**config.mk**
```make
export PLATFORM = sky130hd
export DESIGN_NAME = readout_rx_integrator
export DESIGN_NICKNAME = d
export VERILOG_FILES = /design/src/rtl/readout_rx_integrator_pkg.sv /design/src/rtl/readout_rx_sat_accumulator.sv /design/src/rtl/readout_rx_integrator.sv
export SDC_FILE = /design/constraint.sdc
export NUM_CORES = 1
export LEC_CHECK = 0
export CAP_MARGIN = 25
export CORE_MARGIN = 1
export CORE_UTILIZATION = 60
export CTS_CLUSTER_SIZE = 14
export DETAILED_ROUTE_END_ITERATION = 8
export PLACE_DENSITY = 0.91
export SYNTH_ARGS = -nofsm -noshare
export SYNTH_HDL_FRONTEND = slang
export SYNTH_HIERARCHICAL = 1
export SYNTH_SLANG_ARGS = --single-unit
export TNS_END_PERCENT = 1
```
**constraint.sdc**
```tcl
create_clock -name clk -period 4.6 [get_ports clk]
set_input_delay 0.46 -clock clk [delete_from_list [all_inputs] [get_ports clk]]
set_output_delay 0.46 -clock clk [all_outputs]
set_load 0.005 [all_outputs]
```
**src/rtl/readout_rx_integrator_pkg.sv**
```systemverilog
// Shared readout RX integrator definitions: FSM encodings and default widths.
package readout_rx_integrator_pkg;

  localparam int RX_IQ_IN_WIDTH = 16;
  localparam int RX_ACC_WIDTH   = 24;
  localparam int RX_LEN_WIDTH   = 10;

  typedef enum logic [1:0] {
    ST_IDLE  = 2'd0,
    ST_ACCUM = 2'd1,
    ST_DONE  = 2'd2
  } rx_int_state_e;

endpackage

```
**src/rtl/readout_rx_sat_accumulator.sv**
```systemverilog
// Signed saturating accumulator: sign-extends each sample, adds, clamps to the
// ACC_WIDTH signed range so an overflowing window pins at full scale.
module readout_rx_sat_accumulator #(
  parameter int IQ_IN_WIDTH = 16,
  parameter int ACC_WIDTH   = 24
) (
  input  logic                   clk,
  input  logic                   rst,
  input  logic                   clr,
  input  logic                   en,
  input  logic [IQ_IN_WIDTH-1:0] din,
  output logic [ACC_WIDTH-1:0]   acc
);

  logic [ACC_WIDTH:0]   acc_ext_s;
  logic [ACC_WIDTH:0]   din_ext_s;
  logic [ACC_WIDTH:0]   sum_s;
  logic [ACC_WIDTH-1:0] sat_s;
  logic [ACC_WIDTH-1:0] acc_r;

  // Clamp a one-bit-wider sum back into ACC_WIDTH; the top two bits disagree on overflow.
  function automatic logic [ACC_WIDTH-1:0] sat_fn(input logic [ACC_WIDTH:0] v);
    logic [ACC_WIDTH-1:0] r;
    if (v[ACC_WIDTH] != v[ACC_WIDTH-1]) begin
      if (v[ACC_WIDTH]) begin
        r = {1'b1, {(ACC_WIDTH-1){1'b0}}};
      end else begin
        r = {1'b0, {(ACC_WIDTH-1){1'b1}}};
      end
    end else begin
      r = v[ACC_WIDTH-1:0];
    end
    return r;
  endfunction

  // Sign-extended add and saturation.
  always_comb begin
    acc_ext_s = {acc_r[ACC_WIDTH-1], acc_r};
    din_ext_s = {{(ACC_WIDTH+1-IQ_IN_WIDTH){din[IQ_IN_WIDTH-1]}}, din};
    sum_s     = acc_ext_s + din_ext_s;
    sat_s     = sat_fn(sum_s);
  end

  // Accumulator register: clear has priority over enable.
  always_ff @(posedge clk) begin
    if (rst) begin
      acc_r <= {ACC_WIDTH{1'b0}};
    end else if (clr) begin
      acc_r <= {ACC_WIDTH{1'b0}};
    end else if (en) begin
      acc_r <= sat_s;
    end else begin
      acc_r <= acc_r;
    end
  end

  assign acc = acc_r;

endmodule

```
**src/rtl/readout_rx_integrator.sv**
```systemverilog
// Integrates calibrated I/Q over a programmable window and reports the totals
// plus a threshold-based qubit state decision on I.
module readout_rx_integrator
  import readout_rx_integrator_pkg::*;
#(
  parameter int IQ_IN_WIDTH = RX_IQ_IN_WIDTH,
  parameter int ACC_WIDTH   = RX_ACC_WIDTH,
  parameter int LEN_WIDTH   = RX_LEN_WIDTH
) (
  input  logic                   clk,
  input  logic                   rst,
  input  logic                   start,
  input  logic                   abort,
  input  logic [LEN_WIDTH-1:0]   window_len,
  input  logic [ACC_WIDTH-1:0]   threshold,
  input  logic [IQ_IN_WIDTH-1:0] i_in,
  input  logic [IQ_IN_WIDTH-1:0] q_in,
  input  logic                   valid_in,
  output logic                   busy,
  output logic [ACC_WIDTH-1:0]   i_acc_out,
  output logic [ACC_WIDTH-1:0]   q_acc_out,
  output logic                   state_out,
  output logic                   valid_out
);

  rx_int_state_e        state_r;
  rx_int_state_e        state_nx_s;
  logic [LEN_WIDTH-1:0] cnt_r;
  logic [LEN_WIDTH-1:0] len_r;
  logic [LEN_WIDTH-1:0] cnt_inc_s;
  logic                 start_ok_s;
  logic                 acc_clr_s;
  logic                 acc_en_s;
  logic [ACC_WIDTH-1:0] i_acc_s;
  logic [ACC_WIDTH-1:0] q_acc_s;

  assign cnt_inc_s = cnt_r + {{(LEN_WIDTH-1){1'b0}}, 1'b1};

  // Next-state decode; abort wins over a simultaneous sample.
  always_comb begin
    state_nx_s = state_r;
    start_ok_s = 1'b0;
    acc_clr_s  = 1'b0;
    acc_en_s   = 1'b0;
    case (state_r)
      ST_IDLE: begin
        if (start && (window_len != {LEN_WIDTH{1'b0}})) begin
          state_nx_s = ST_ACCUM;
          start_ok_s = 1'b1;
          acc_clr_s  = 1'b1;
        end else begin
          state_nx_s = ST_IDLE;
        end
      end
      ST_ACCUM: begin
        if (abort) begin
          state_nx_s = ST_IDLE;
          acc_clr_s  = 1'b1;
        end else if (valid_in) begin
          acc_en_s = 1'b1;
          if (cnt_inc_s == len_r) begin
            state_nx_s = ST_DONE;
          end else begin
            state_nx_s = ST_ACCUM;
          end
        end else begin
          state_nx_s = ST_ACCUM;
        end
      end
      ST_DONE: begin
        state_nx_s = ST_IDLE;
      end
      default: begin
        state_nx_s = ST_IDLE;
      end
    endcase
  end

  // State, sample counter, latched length and busy flag.
  always_ff @(posedge clk) begin
    if (rst) begin
      state_r <= ST_IDLE;
      cnt_r   <= {LEN_WIDTH{1'b0}};
      len_r   <= {LEN_WIDTH{1'b0}};
      busy    <= 1'b0;
    end else begin
      state_r <= state_nx_s;
      busy    <= (state_nx_s != ST_IDLE);
      if (acc_clr_s) begin
        cnt_r <= {LEN_WIDTH{1'b0}};
      end else if (acc_en_s) begin
        cnt_r <= cnt_inc_s;
      end else begin
        cnt_r <= cnt_r;
      end
      if (start_ok_s) begin
        len_r <= window_len;
      end else begin
        len_r <= len_r;
      end
    end
  end

  readout_rx_sat_accumulator #(
    .IQ_IN_WIDTH(IQ_IN_WIDTH),
    .ACC_WIDTH  (ACC_WIDTH)
  ) u_acc_i (
    .clk(clk),
    .rst(rst),
    .clr(acc_clr_s),
    .en (acc_en_s),
    .din(i_in),
    .acc(i_acc_s)
  );

  readout_rx_sat_accumulator #(
    .IQ_IN_WIDTH(IQ_IN_WIDTH),
    .ACC_WIDTH  (ACC_WIDTH)
  ) u_acc_q (
    .clk(clk),
    .rst(rst),
    .clr(acc_clr_s),
    .en (acc_en_s),
    .din(q_in),
    .acc(q_acc_s)
  );

  // Result registers: captured in DONE and held until the next result.
  always_ff @(posedge clk) begin
    if (rst) begin
      i_acc_out <= {ACC_WIDTH{1'b0}};
      q_acc_out <= {ACC_WIDTH{1'b0}};
      state_out <= 1'b0;
      valid_out <= 1'b0;
    end else if (state_r == ST_DONE) begin
      i_acc_out <= i_acc_s;
      q_acc_out <= q_acc_s;
      state_out <= ($signed(i_acc_s) >= $signed(threshold));
      valid_out <= 1'b1;
    end else begin
      i_acc_out <= i_acc_out;
      q_acc_out <= q_acc_out;
      state_out <= state_out;
      valid_out <= 1'b0;
    end
  end

endmodule
```
==> results of run 1 <==
[synth_stat cells (all sizes together), types with 19 or more instances]
master	number	area (um^2)
xor2	28	245.2
o21ai	69	345.3
buf	19	157.7
xnor2	34	297.8
dfxtp	121	2422
nand2	145	554.3
a21oi	145	879.6
clkbuf	24	90.09
ha	73	913.4
a21o	19	142.6
nor2	94	352.8
inv	40	150.1
[logic make-up (layout without fill, tap and decap cells)]
group	count (synthesis)	after routing	share of synthesized area, %
xor+xnor	62	62	6.733
mux	14	14	2.048
simple gates	339	339	19.10
flops	121	121	30.03
fa+ha+maj	75	75	11.82
buf+inv	84	203	4.980
compound gates	301	301	25.29
[final cells by class]
type,instances,area [um^2]
clock buffers,20,436.7
multi-input cells,791,5251
repair buffers,131,1281
inverters,41,153.9
clock inverters,11,172.7
well taps,172,215.2
fillers,901,2943
flip-flops and latches,121,2422
[tightest hold or removal path, stage by stage (launching register included)]
cell,delay (ps)
dfxtp_1,300
nand2_1,50
a21oi_1,50
[path summary, 6_finish.rpt]
| path | cells after the start | start | slack, ps | endpoint |
|---|---|---|---|---|
| worst max register to register | 13 | u_acc_i/acc[0] | 1400 | u_acc_i/acc[4] |
| worst min register to register | 2 | q_acc_out[18] | 450 | q_acc_out[18] |
| worst min-delay path | 2 | q_acc_out[18] | 450 | q_acc_out[18] |
| worst max-delay path | 11 | q_in[15] | 1060 | u_acc_q/acc[17] |
[power breakdown]
group          internal (mW)  leakage [nW]  total, mW  switching, mW
Clock                  0.905         0.294       1.39          0.488
Sequential              1.06         0.978       1.08         0.0169
Combinational          0.160          2.78      0.354          0.194
Total                   2.13          4.06       2.83          0.698
[state kept, by name, indices dropped and copies added (netlist names)]
signal / flops
len_r: 10
busy: 1
u_acc_q/acc: 24
q_acc_out: 24
state_out: 1
u_acc_i/acc: 24
state_r: 2
valid_out: 1
cnt_r: 10
i_acc_out: 24
[stage by stage]
| step | hold WS (ps) | setup WS [ps] | instances | utilization [%] |
|---|---|---|---|---|
| floorplan | 445.0 | 2045 | 996 | - |
| global placement | 441.9 | 972.2 | 1256 | 72.41 |
| detailed placement | 447.7 | 848.0 | 1256 | 72.41 |
| CTS | 454.8 | 1184 | 1287 | 77.15 |
| global route | 474.0 | 907.5 | 1287 | 77.15 |
| finish | 450.5 | 1063 | 1287 | 77.15 |
[routing by layer]
metal / vias up / share of wire [%] / wire (um)
met5: - / 0 / 0
met4: 0 / 2.8 / 621
met3: 62 / 6.1 / 1322
met2: 330 / 48 / 10390
met1: 3591 / 43 / 9476
li1: 3713 / - / -
==> results.yml, run 1 <==
power:
  leakagePower_nw: 4.057
  powerDensity_nw_per_um2: 284.6
  ir_drop_mv: 0.2826
  power_mw: 2.827
grt:
  first_global_vias: 7499
  gr-usage-met3_pct: 5.862
  antenna_found_initial: 0
  grt_max_degree: 46
  grt_overflow: 0
  grt_most_used_layer: "met2"
  grt_pass1_wl_um: 35580
  grt_use_met2_pct: 54.04
  met1_usage_pct: 38.62
  grtUsageTotal_pct: 31.57
critical_path:
  cp_top_family: "simple AND/OR/NAND/NOR gates"
  cp_max_fo: 22
  critPathKind: "in2reg"
  cpPeakStageDelay_ps: 610
  cp_slowest_cell: "clkdlybuf4s50_1"
  cp.required_ps: 4900
  crit_arrival_ps: 3830
  endpoint_kind: "register"
  path_cells: "clkdlybuf4s50_1 > ha_1 > and2_1 > nor2b_1 > o21ai_0 > a21o_1 > a31oi_4 > mux2i_1 > nand2_2 > a21oi_2 > nor2_1"
  cp-start-kind: "input port"
  worst-path-buf-inv: 1
synthesis:
  avgSynthCellArea_um2: 8.098
  synth_warnings: 6
  ys_async_sr_fraction_pct: 0
  yosys.cell_types.count: 62
  ys.flop_type: "dfxtp_1"
  syn_area_um2: 8065
  synth_fp_nets: 1142
  synthCells: 996
  synth_edf_count: 0
  ys_ff_latch: 121
  ys_seq_area_share_pct: 30.03
cts:
  insertion_delay_ps: 420
  path_clk_slew_ps: 60
  cts_hold_buf: 0
  clkSinkCount: 121
  clockBufferDepth: 2
  cts_setup_buffers: 0
  cts_root_buffer: "clkbuf_16"
  cts_tree: "done"
  cts_resized: 0
  cts_max_level: 4
  cts_buffers: 17
cells_and_area:
  final_net_count: 1249
  fin_area_um2: 9933
  diodes: 0
  drive_above_1_share_pct: 10.13
  syn_to_final_growth_pct: 23.16
  layout_commonest_cell: "nand2_1"
  final_cell_mix: "nand2_1 (141), dfxtp_1 (121), clkdlybuf4s50_1 (120), a21oi_1 (104), nor2_1 (93)"
die:
  die_area_um2: 13910
  design.core.area_um2: 12880
  die_h_um: 117.9
  ios: 122
  initial_core_util_pct: 62.64
  placementRows: 41
  die_w_um: 117.9
sta:
  clock_skew_ps: 11.17
  relSlewSlack_pct: 55.10
  setup_violations: 0
  report.final.slew_viol_count: 0
  finalCritPeriodShare_pct: 76.89
  finalWorstPathRequiredPeriod_ps: 3537
  finalSetupTns_ps: 0
  rsz0062_at_grt: "false"
  tightest_slew_ps: 671.2
  fmaxAchievable_ghz: 0.2827
  hold_viol_final: 0
place:
  port_buffers: 121
  place_hpwl_um: 15100
  gp_congestion: 0.9346
  placed_area_um2: 9324
route:
  num_vias: 7696
  wl_um: 21810
  ant_nets: 0
  drtPass1Iterations: 7
  wl_per_cell_um: 16.95
  first_iter_violations: 625
  avgViaCountPerCell: 5.980
  drc_errors: 0
run_status:
  status: "finished, final reports clean"
flow_run:
  max_cap_viol_count: 0
min_path:
  min_path_type: "reg2reg"
(Power assumes the default switching activity.)
==> inputs of run 2 (changes only) <==
--- a/config.mk
+++ b/config.mk
@@ -7,10 +7,10 @@
 export LEC_CHECK = 0
 export CAP_MARGIN = 25
 export CORE_MARGIN = 1
-export CORE_UTILIZATION = 60
+export CORE_UTILIZATION = 55
 export CTS_CLUSTER_SIZE = 14
 export DETAILED_ROUTE_END_ITERATION = 8
-export PLACE_DENSITY = 0.91
+export PLACE_DENSITY = 0.85
 export SYNTH_ARGS = -nofsm -noshare
 export SYNTH_HDL_FRONTEND = slang
 export SYNTH_HIERARCHICAL = 1
==> constraint.sdc (replaced) <==
create_clock -name clk -period 3.31 [get_ports clk]
set_input_delay 0.331 -clock clk [delete_from_list [all_inputs] [get_ports clk]]
set_output_delay 0.331 -clock clk [all_outputs]
set_load 0.005 [all_outputs]
==> run 2 against run 1 <==
Wire length fell by 3.9%. Design area is 1.6% higher. Final cell count increased by 1.9%. Core utilization shrank 5.5 points. Register-to-register slack worse by 990 ps. First-iteration DRC count decreased by 32%. Non-clock buffer count rose by 16. Clock power increased by 37%. Combinational power is 39% higher. Clock-buffer cell count decreased by 2. Critical path type unchanged. Critical endpoint is now u_acc_i/acc[18].
==> results.yml, run 2 (synthesis results as in run 1) <==
run_status:
  status: "finished, final reports clean"
power:
  power_mw: 3.901
  powerDensity_nw_per_um2: 386.6
  leakagePower_nw: 4.138
  ir_drop_mv: 0.3226
die:
  die_w_um: 123.1
  initial_core_util_pct: 57.22
  placementRows: 43
  design.core.area_um2: 14100
  die_area_um2: 15150
  ios: 122
  die_h_um: 123.1
sta:
  hold_viol_final: 0
  setup_violations: 0
  finalCritPeriodShare_pct: 87.80
  clock_skew_ps: 6.449
  finalWorstPathRequiredPeriod_ps: 2906
  rsz0062_at_grt: "false"
  fmaxAchievable_ghz: 0.3441
  tightest_slew_ps: 901.7
  finalSetupTns_ps: 0
  relSlewSlack_pct: 39.88
  report.final.slew_viol_count: 0
  finalWorstSetupSlack_ps: 403.7
critical_path:
  critPathKind: "in2reg"
  crit_arrival_ps: 3210
  crit_end: "u_acc_i/acc[18]"
  r2r_slack_ps: 410
  r2r_end: "u_acc_i/acc[18]"
  r2r_cells: 13
  cp-start-kind: "input port"
  endpoint_kind: "register"
  cp.required_ps: 3610
  reg2reg_from: "u_acc_i/acc[0]"
  cp_max_fo: 11
  crit_start: "i_in[0]"
cells_and_area:
  final_net_count: 1265
  diodes: 0
  syn_to_final_growth_pct: 25.13
  drive_above_1_share_pct: 11.75
  final_cell_mix: "nand2_1 (141), dfxtp_1 (121), clkdlybuf4s50_1 (120), a21oi_1 (104), nor2_1 (93)"
  layout_commonest_cell: "nand2_1"
cts:
  cts_setup_buffers: 0
  clkSinkCount: 121
  path_clk_slew_ps: 60
  cts_buffers: 17
  cts_resized: 0
  cts_hold_buf: 0
  cts_root_buffer: "clkbuf_16"
  clockBufferDepth: 2
  insertion_delay_ps: 420
  cts_tree: "done"
  cts_max_level: 4
route:
  avgViaCountPerCell: 5.787
  num_vias: 7593
  ant_nets: 0
  first_iter_violations: 427
  wl_um: 20960
  drtPass1Iterations: 5
  drc_errors: 0
  wl_per_cell_um: 15.97
grt:
  grtUsageTotal_pct: 28.70
  antenna_found_initial: 0
  grt_pass1_wl_um: 33920
  grt_overflow: 0
  grt_max_degree: 41
  first_global_vias: 7218
place:
  port_buffers: 121
  gp_congestion: 0.9519
  place_hpwl_um: 15330
  dp_worst_setup_slack_ps: 71.44
flow_run:
  max_cap_viol_count: 0
min_path:
  min_path_type: "reg2reg"
==> run 2: critical path: stages <==
cell and delay [ps]:
clkdlybuf4s50_1 420, ha_1 240, inv_1 80, fa_1 250, nor2b_4 60, o31ai_2 330
a211oi_4 150, o311ai_2 340, a41oi_1 160, mux2i_1 260, nand2_2 90, buf_4 220
a31oi_1 190, nor2_1 70
==> run 2: final cells by class <==
cell class / instances / area (um^2)
multi-input cells: 791 / 5251
fillers: 1088 / 4004
flip-flops and latches: 121 / 2422
repair buffers: 147 / 1426
clock buffers: 18 / 439.2
well taps: 180 / 225.2
clock inverters: 14 / 173.9
inverters: 41 / 153.9
==> run 2: metrics by stage <==
stage | cell area, um^2 | hold WS [ps] | utilization [%] | std cells
global placement | 9479 | 442.8 | 67.25 | 1280
global route | 10090 | 474.8 | 71.60 | 1312
CTS | 10090 | 433.4 | 71.60 | 1312
floorplan | 8065 | 445.0 | - | 996
finish | 10090 | 450.6 | 71.60 | 1312
detailed placement | 9479 | 446.2 | 67.25 | 1280
==> run 2: layer usage <==
layer,vias to the layer above,part of all wire [%],global-route usage [%]
met5,-,0,0
met3,38,5.3,6.504
met1,3567,44,35.04
met2,227,48,48.95
li1,3761,-,-
met4,0,2.1,11.14
==> run 2: where the power goes <==
group          total (mW)  switching, mW  internal [mW]  leakage (nW)
Clock                1.91          0.703           1.20         0.288
Combinational       0.491          0.261          0.230          2.87
Sequential           1.50         0.0232           1.48         0.978
Total                3.90          0.987           2.91          4.14
==> run 2: worst min path at each step <==
stage,from,endpoint,cells past startpoint
5_1_grt,q_acc_out[20],q_acc_out[20],2
2_1_floorplan,u_acc_q/acc[0],q_acc_out[0],2
4_1_cts,rst,len_r[5],2
3_5_place_dp,i_acc_out[6],i_acc_out[6],2
3_3_place_gp,i_acc_out[15],i_acc_out[15],2
6_report,q_acc_out[13],q_acc_out[13],2
